<file path="config.mk">
export PLATFORM = sky130hd
export DESIGN_NAME = uart_tx_fifo_flat
export DESIGN_NICKNAME = d
export VERILOG_FILES = /design/src/rtl/uart_tx_fifo_if.sv /design/src/rtl/uart_tx_fifo.sv /design/src/flat_wrapper.sv
export SDC_FILE = /design/constraint.sdc
export NUM_CORES = 1
export LEC_CHECK = 0
export CAP_MARGIN = 10
export CORE_MARGIN = 2
export CORE_UTILIZATION = 60
export DETAILED_ROUTE_END_ITERATION = 10
export GPL_TIMING_DRIVEN = 1
export PLACE_DENSITY = 0.88
export SETUP_SLACK_MARGIN = 0.3
export SLEW_MARGIN = 30
export SYNTH_ARGS = -nofsm -noshare
export SYNTH_HDL_FRONTEND = slang
export SYNTH_SLANG_ARGS = --single-unit
</file>
<file path="constraint.sdc">
create_clock -name i_Clock -period 2.28 [get_ports i_Clock]
set_clock_uncertainty 0.05 [all_clocks]
set_input_delay 0.342 -clock i_Clock [delete_from_list [all_inputs] [get_ports i_Clock]]
set_output_delay 0.342 -clock i_Clock [all_outputs]
set_load 0.02 [all_outputs]
</file>
<file path="src/rtl/uart_tx_fifo_if.sv">
// uart_tx_fifo_if
//  Groups the producer write port and the uart_tx launch/handshake port of
//  uart_tx_fifo into one bundle.
//  master : drives i_Wr_DV, i_Wr_Byte (producer side) and i_Tx_Active,
//           i_Tx_Done (uart_tx side); observes every FIFO output.
//  slave  : the FIFO itself; drives o_Full, o_Empty, o_Overflow, o_Busy,
//           o_Tx_DV, o_Tx_Byte (and o_Count when present).
//  Optional feature macro: UART_TX_FIFO_CNT_EN adds the o_Count occupancy
//  signal and the ADDR_W parameter that sizes it.
interface uart_tx_fifo_if
`ifdef UART_TX_FIFO_CNT_EN
#(
    parameter int ADDR_W = 4
)
`endif
;
    logic       i_Wr_DV;
    logic [7:0] i_Wr_Byte;
    logic       o_Full;
    logic       o_Empty;
    logic       o_Overflow;
    logic       o_Busy;
    logic       o_Tx_DV;
    logic [7:0] o_Tx_Byte;
    logic       i_Tx_Active;
    logic       i_Tx_Done;
`ifdef UART_TX_FIFO_CNT_EN
    logic [ADDR_W:0] o_Count;
`endif

    modport master (
`ifdef UART_TX_FIFO_CNT_EN
        input  o_Count,
`endif
        output i_Wr_DV,
        output i_Wr_Byte,
        output i_Tx_Active,
        output i_Tx_Done,
        input  o_Full,
        input  o_Empty,
        input  o_Overflow,
        input  o_Busy,
        input  o_Tx_DV,
        input  o_Tx_Byte
    );

    modport slave (
`ifdef UART_TX_FIFO_CNT_EN
        output o_Count,
`endif
        input  i_Wr_DV,
        input  i_Wr_Byte,
        input  i_Tx_Active,
        input  i_Tx_Done,
        output o_Full,
        output o_Empty,
        output o_Overflow,
        output o_Busy,
        output o_Tx_DV,
        output o_Tx_Byte
    );
endinterface

</file>
<file path="src/rtl/uart_tx_fifo.sv">
// uart_tx_fifo
//  Byte FIFO placed directly in front of uart_tx. Producers push bursts of
//  bytes; the FIFO launches them into uart_tx one frame at a time and waits
//  for each frame to complete before launching the next.
//  Ports:
//   i_Clock  : system clock, rising edge
//   i_Reset  : synchronous active-high reset; queued bytes are discarded
//   bus      : uart_tx_fifo_if.slave
//              i_Wr_DV/i_Wr_Byte   write strobe and byte
//              o_Full/o_Empty      occupancy flags from registered pointers
//              o_Overflow          1-cycle pulse when a write hits a full FIFO
//              o_Busy              FIFO non-empty or a frame is in progress
//              o_Tx_DV/o_Tx_Byte   launch pulse and byte to uart_tx
//              i_Tx_Active/Done    status back from uart_tx
//              o_Count             occupancy 0..DEPTH (UART_TX_FIFO_CNT_EN only)
//  Optional feature macro: UART_TX_FIFO_CNT_EN enables o_Count.
module uart_tx_fifo #(
    parameter int DEPTH  = 16,
    parameter int ADDR_W = 4
) (
    input  logic          i_Clock,
    input  logic          i_Reset,
    uart_tx_fifo_if.slave bus
);

    typedef enum logic [1:0] {
        S_IDLE,
        S_LAUNCH,
        S_WAIT_DONE,
        S_GAP
    } state_t;

    state_t          state_q, state_d;
    logic [ADDR_W:0] wr_ptr_q, wr_ptr_d;
    logic [ADDR_W:0] rd_ptr_q, rd_ptr_d;
    logic            tx_dv_q, tx_dv_d;
    logic [7:0]      tx_byte_q, tx_byte_d;
    logic            overflow_q, overflow_d;
    logic [7:0]      mem_q [DEPTH];

    logic            full;
    logic            empty;
    logic            wr_en;

    // Pointers carry an extra wrap bit so full and empty are distinguishable
    // when the low address bits match.
    assign empty = (wr_ptr_q == rd_ptr_q);
    assign full  = (wr_ptr_q[ADDR_W] != rd_ptr_q[ADDR_W]) &&
                   (wr_ptr_q[ADDR_W-1:0] == rd_ptr_q[ADDR_W-1:0]);

    // Full is taken from the registered pointers, so a write arriving while
    // full is dropped even if a pop happens on the same edge.
    assign wr_en = bus.i_Wr_DV && !full;

    always_comb begin
        wr_ptr_d   = wr_ptr_q;
        overflow_d = bus.i_Wr_DV && full;
        if (wr_en) begin
            wr_ptr_d = wr_ptr_q + 1'b1;
        end
    end

    // Launch only when uart_tx is completely quiet; this also holds off a
    // launch after a reset that interrupted a frame uart_tx is still sending.
    always_comb begin
        state_d   = state_q;
        rd_ptr_d  = rd_ptr_q;
        tx_dv_d   = 1'b0;
        tx_byte_d = tx_byte_q;
        unique case (state_q)
            S_IDLE: begin
                if (!empty && !bus.i_Tx_Active && !bus.i_Tx_Done) begin
                    tx_dv_d   = 1'b1;
                    tx_byte_d = mem_q[rd_ptr_q[ADDR_W-1:0]];
                    rd_ptr_d  = rd_ptr_q + 1'b1;
                    state_d   = S_LAUNCH;
                end
            end
            S_LAUNCH: begin
                state_d = S_WAIT_DONE;
            end
            S_WAIT_DONE: begin
                if (bus.i_Tx_Done) begin
                    state_d = S_GAP;
                end
            end
            S_GAP: begin
                if (!bus.i_Tx_Done && !bus.i_Tx_Active) begin
                    state_d = S_IDLE;
                end
            end
            default: begin
                state_d = S_IDLE;
            end
        endcase
    end

    always_ff @(posedge i_Clock) begin
        if (i_Reset) begin
            state_q    <= S_IDLE;
            wr_ptr_q   <= '0;
            rd_ptr_q   <= '0;
            tx_dv_q    <= 1'b0;
            tx_byte_q  <= 8'h00;
            overflow_q <= 1'b0;
        end else begin
            state_q    <= state_d;
            wr_ptr_q   <= wr_ptr_d;
            rd_ptr_q   <= rd_ptr_d;
            tx_dv_q    <= tx_dv_d;
            tx_byte_q  <= tx_byte_d;
            overflow_q <= overflow_d;
        end
    end

    // Storage has no reset; resetting the pointers is what discards contents.
    always_ff @(posedge i_Clock) begin
        if (wr_en) begin
            mem_q[wr_ptr_q[ADDR_W-1:0]] <= bus.i_Wr_Byte;
        end
    end

    assign bus.o_Full     = full;
    assign bus.o_Empty    = empty;
    assign bus.o_Overflow = overflow_q;
    assign bus.o_Busy     = !empty || (state_q != S_IDLE);
    assign bus.o_Tx_DV    = tx_dv_q;
    assign bus.o_Tx_Byte  = tx_byte_q;

`ifdef UART_TX_FIFO_CNT_EN
    assign bus.o_Count = wr_ptr_q - rd_ptr_q;
`endif

endmodule

</file>
<file path="src/flat_wrapper.sv">
// flat-port wrapper written by rule: the top's interface ports become plain ports
module uart_tx_fifo_flat 
#(
    parameter int DEPTH  = 16,
    parameter int ADDR_W = 4
)
  (i_Clock, i_Reset, bus_i_Wr_DV, bus_i_Wr_Byte, bus_i_Tx_Active, bus_i_Tx_Done, bus_o_Full, bus_o_Empty, bus_o_Overflow, bus_o_Busy, bus_o_Tx_DV, bus_o_Tx_Byte);
  uart_tx_fifo_if bus_i ();
  input  logic i_Clock;
  input  logic i_Reset;
  input wire logic [$bits(bus_i.i_Wr_DV)-1:0] bus_i_Wr_DV;
  input wire logic [$bits(bus_i.i_Wr_Byte)-1:0] bus_i_Wr_Byte;
  input wire logic [$bits(bus_i.i_Tx_Active)-1:0] bus_i_Tx_Active;
  input wire logic [$bits(bus_i.i_Tx_Done)-1:0] bus_i_Tx_Done;
  output wire logic [$bits(bus_i.o_Full)-1:0] bus_o_Full;
  output wire logic [$bits(bus_i.o_Empty)-1:0] bus_o_Empty;
  output wire logic [$bits(bus_i.o_Overflow)-1:0] bus_o_Overflow;
  output wire logic [$bits(bus_i.o_Busy)-1:0] bus_o_Busy;
  output wire logic [$bits(bus_i.o_Tx_DV)-1:0] bus_o_Tx_DV;
  output wire logic [$bits(bus_i.o_Tx_Byte)-1:0] bus_o_Tx_Byte;
  assign bus_i.i_Wr_DV = bus_i_Wr_DV;
  assign bus_i.i_Wr_Byte = bus_i_Wr_Byte;
  assign bus_i.i_Tx_Active = bus_i_Tx_Active;
  assign bus_i.i_Tx_Done = bus_i_Tx_Done;
  assign bus_o_Full = bus_i.o_Full;
  assign bus_o_Empty = bus_i.o_Empty;
  assign bus_o_Overflow = bus_i.o_Overflow;
  assign bus_o_Busy = bus_i.o_Busy;
  assign bus_o_Tx_DV = bus_i.o_Tx_DV;
  assign bus_o_Tx_Byte = bus_i.o_Tx_Byte;
  uart_tx_fifo #(.DEPTH(DEPTH), .ADDR_W(ADDR_W)) u_core (.i_Clock(i_Clock), .i_Reset(i_Reset), .bus(bus_i));
endmodule
</file>
==> flow_metrics.env <==
export IMPL_status="finished, final reports clean"
export IMPL_routabilityCongestion=0.774
export IMPL_hpwl_um=8040
export IMPL_rsz0062_at_grt="true"
export IMPL_grt_antenna_before_repair=0
export IMPL_cts_clk_slew_worst_paths_ns=0.06
export IMPL_startpoint="u_core.rd_ptr_q[2]"
export IMPL_fin_crit_ns=2.08
export IMPL_nets=433
export IMPL_synth_nets=383
export IMPL_dpl_cell_area_um2=6590
export IMPL_cts_made_buffers=17
export IMPL_seq_area_frac_synth=0.697
export IMPL_fin_hold_ws_ns=0.470
export IMPL_finalSetupViolCount=0
export IMPL_synthArstFlopShare=0
export IMPL_drc=0
export IMPL_drive_above_1_share=0.323
export IMPL_grt_pass1_vias=3503
export IMPL_drv_slew=0
export IMPL_ys_seq_elements=150
export IMPL_slowest_delay_ns=0.36
export IMPL_syn_area_um2=6140
export IMPL_ff_latch_area_um2=4300
export IMPL_cts_hold_buffers=0
export IMPL_grt_max_degree=52
export IMPL_synth_edf_count=128
export IMPL_cp_end_kind="output port"
export IMPL_multi_input_area_um2=1780
export IMPL_required_ns=1.89
export IMPL_fp_coreArea_um2=9860
export IMPL_die_h_um=105
export IMPL_period_share=0.912
export IMPL_synth_ff_type="edfxtp_1"
export IMPL_ys_types=37
export IMPL_fin_util=0.750
export IMPL_cts_tree="yes"
export IMPL_die_area_um2=11100
export IMPL_cap_violations=0
export IMPL_drtIter0Drc=474
export IMPL_cts_root_buf="clkbuf_8"
export IMPL_fin_area_um2=7400
export IMPL_cts_max_level=4
export IMPL_port_buffers=25
export IMPL_num_vias=3538
export IMPL_clock_path_buffers=2
export IMPL_overflow=0
export IMPL_die_width_um=105
export IMPL_fmax_ghz=0.481
export IMPL_wire_per_inst_um=24.8
export IMPL_slew_headroom=0.564
export IMPL_cp_arrival_ns=1.69
export IMPL_num_antenna_cells=0
export IMPL_total_power_mw=6.56
export IMPL_cts_sinks=150
export IMPL_synth_area_per_cell_um2=17.0
export IMPL_final_setup_tns_ns=0
export IMPL_hp_class="reg -> reg"
export IMPL_area_growth_pct=20.4
export IMPL_path_class="reg -> out"
export IMPL_hp_start="u_core.bus.o_Tx_Byte[3]"
export IMPL_io_pins=26
export IMPL_fill_cells=496
export IMPL_insertion_delay_ns=0.53
export IMPL_critPathMaxFanout=3
export IMPL_tightest_slew_ns=0.652
export IMPL_first_pass_iters=5
export IMPL_yosysWarnings=0
export IMPL_leakagePower_nw=2.44
export IMPL_ant_nets=0
export IMPL_final_hold_viol_count=0
export IMPL_r2r_start="u_core.rd_ptr_q[1]"
export IMPL_row_count=36
export IMPL_path_cells="xnor2_2 > nand4_1 > buf_4 > nor2_4 > buf_6"
export IMPL_startpoint_type="flip-flop"
export IMPL_via_per_inst=6.35
export IMPL_power_density_nw_per_um2=887
export IMPL_slowest_stage="dfxtp_2"
export IMPL_vdd_drop_max_uv=619
export IMPL_grt_first_pass_wirelength_um=20000
export IMPL_drt_total_wl_um=13800
export IMPL_synth_cells=361
export IMPL_initial_core_util=0.623
export IMPL_track_usage=0.248
==> per-stage QoR <==
stage | setup WS, ns | std cells
floorplan | 0.304 | 361
global placement | 0.264 | 513
detailed placement | 0.172 | 513
CTS | 0.270 | 550
global route | 0.163 | 557
finish | 0.200 | 557
==> layout make-up <==
type,count,share of cell area
Timing Repair Buffer,52,0.0663
Multi-Input combinational cell,184,0.241
Clock buffer,17,0.0560
Clock inverter,15,0.0293
Tap cell,133,0.0225
Sequential cell,150,0.582
Inverter,6,0.00305
==> cells by family after synthesis <==
| family | Yosys count | synth area share |
|---|---|---|
| compound gates | 36 | 0.0493 |
| flops | 150 | 0.697 |
| mux | 43 | 0.124 |
| fa+ha+maj | 9 | 0.0183 |
| buf+inv | 27 | 0.0242 |
| xor+xnor | 13 | 0.0185 |
| simple gates | 83 | 0.0686 |
==> power breakdown <==
group / internal (mW) / switching (mW)
Combinational: 0.224 / 0.324
Sequential: 3.03 / 0.0375
Clock: 1.81 / 1.14
Total: 5.06 / 1.50
==> worst paths after layout <==
kind,to,slack [ns],cells after the start
worst min-delay path,u_core.bus.o_Tx_Byte[3],0.47,2
worst min register to register,u_core.bus.o_Tx_Byte[3],0.47,2
worst max register to register,u_core.bus.o_Tx_Byte[6],0.23,6
worst max-delay path,bus_o_Full,0.20,5
==> routing by layer <==
layer | routed length [um] | GRT usage | part of all wire
met1 | 5100 | 0.320 | 0.37
met2 | 7280 | 0.414 | 0.53
met3 | 1010 | 0.0549 | 0.073
met4 | 427 | 0.0962 | 0.031
met5 | 0 | 0 | 0
==> placed cells by master, fill, tap and decap left out, types with 6 or more instances in the layout <==
cell type          n
a211oi_1          11
a211oi_2           8
and3_2            10
buf_4             25
clkbuf_16         16
clkdlybuf4s50_1   22
dfxtp_1           15
edfxtp_1         128
ha_1               9
inv_1              6
mux2_2            17
mux4_2            22
nor2_1            24
nor2b_1           13
nor3_1            17
o22ai_1            9
==> what timing repair did <==
item                                    CTS  global route
pin swaps                                 3             6
endpoints found under the setup margin  140           123
buffers inserted                          5             7
resized for setup                        29             6
==> worst max-delay path, delay by kind of cell, from the launching register on <==
| family | cells | cell delay [ns] |
|---|---|---|
| xor gates and xnor gates | 1 | 0.21 |
| buffers and inverters | 2 | 0.32 |
| DFF | 1 | 0.36 |
| and+or+nand+nor | 2 | 0.27 |
==> cells in the mapped netlist, drive strengths merged (5+ instances only) <==
library cell,n,area [um2]
mux4,24,548
edfxtp,128,3840
ha,9,113
dfxtp,22,440
nor2,26,97.6
clkbuf,10,38.8
nor2b,13,81.3
a211oi,19,183
nor3,18,90.1
o22ai,9,56.3
and3,12,75.1
xnor2,10,87.6
nand2,5,18.8
mux2,17,191
inv,6,22.5
buf,11,87.6
==> state kept, by name, indices dropped and copies added, names as in the netlist <==
register and count:
u_core.bus.o_Overflow 1, u_core.bus.o_Tx_Byte 8, u_core.bus.o_Tx_DV 1, u_core.mem_q 128
u_core.rd_ptr_q 5, u_core.state_q 2, u_core.wr_ptr_q 5
Power figures use the tool's default switching activity.
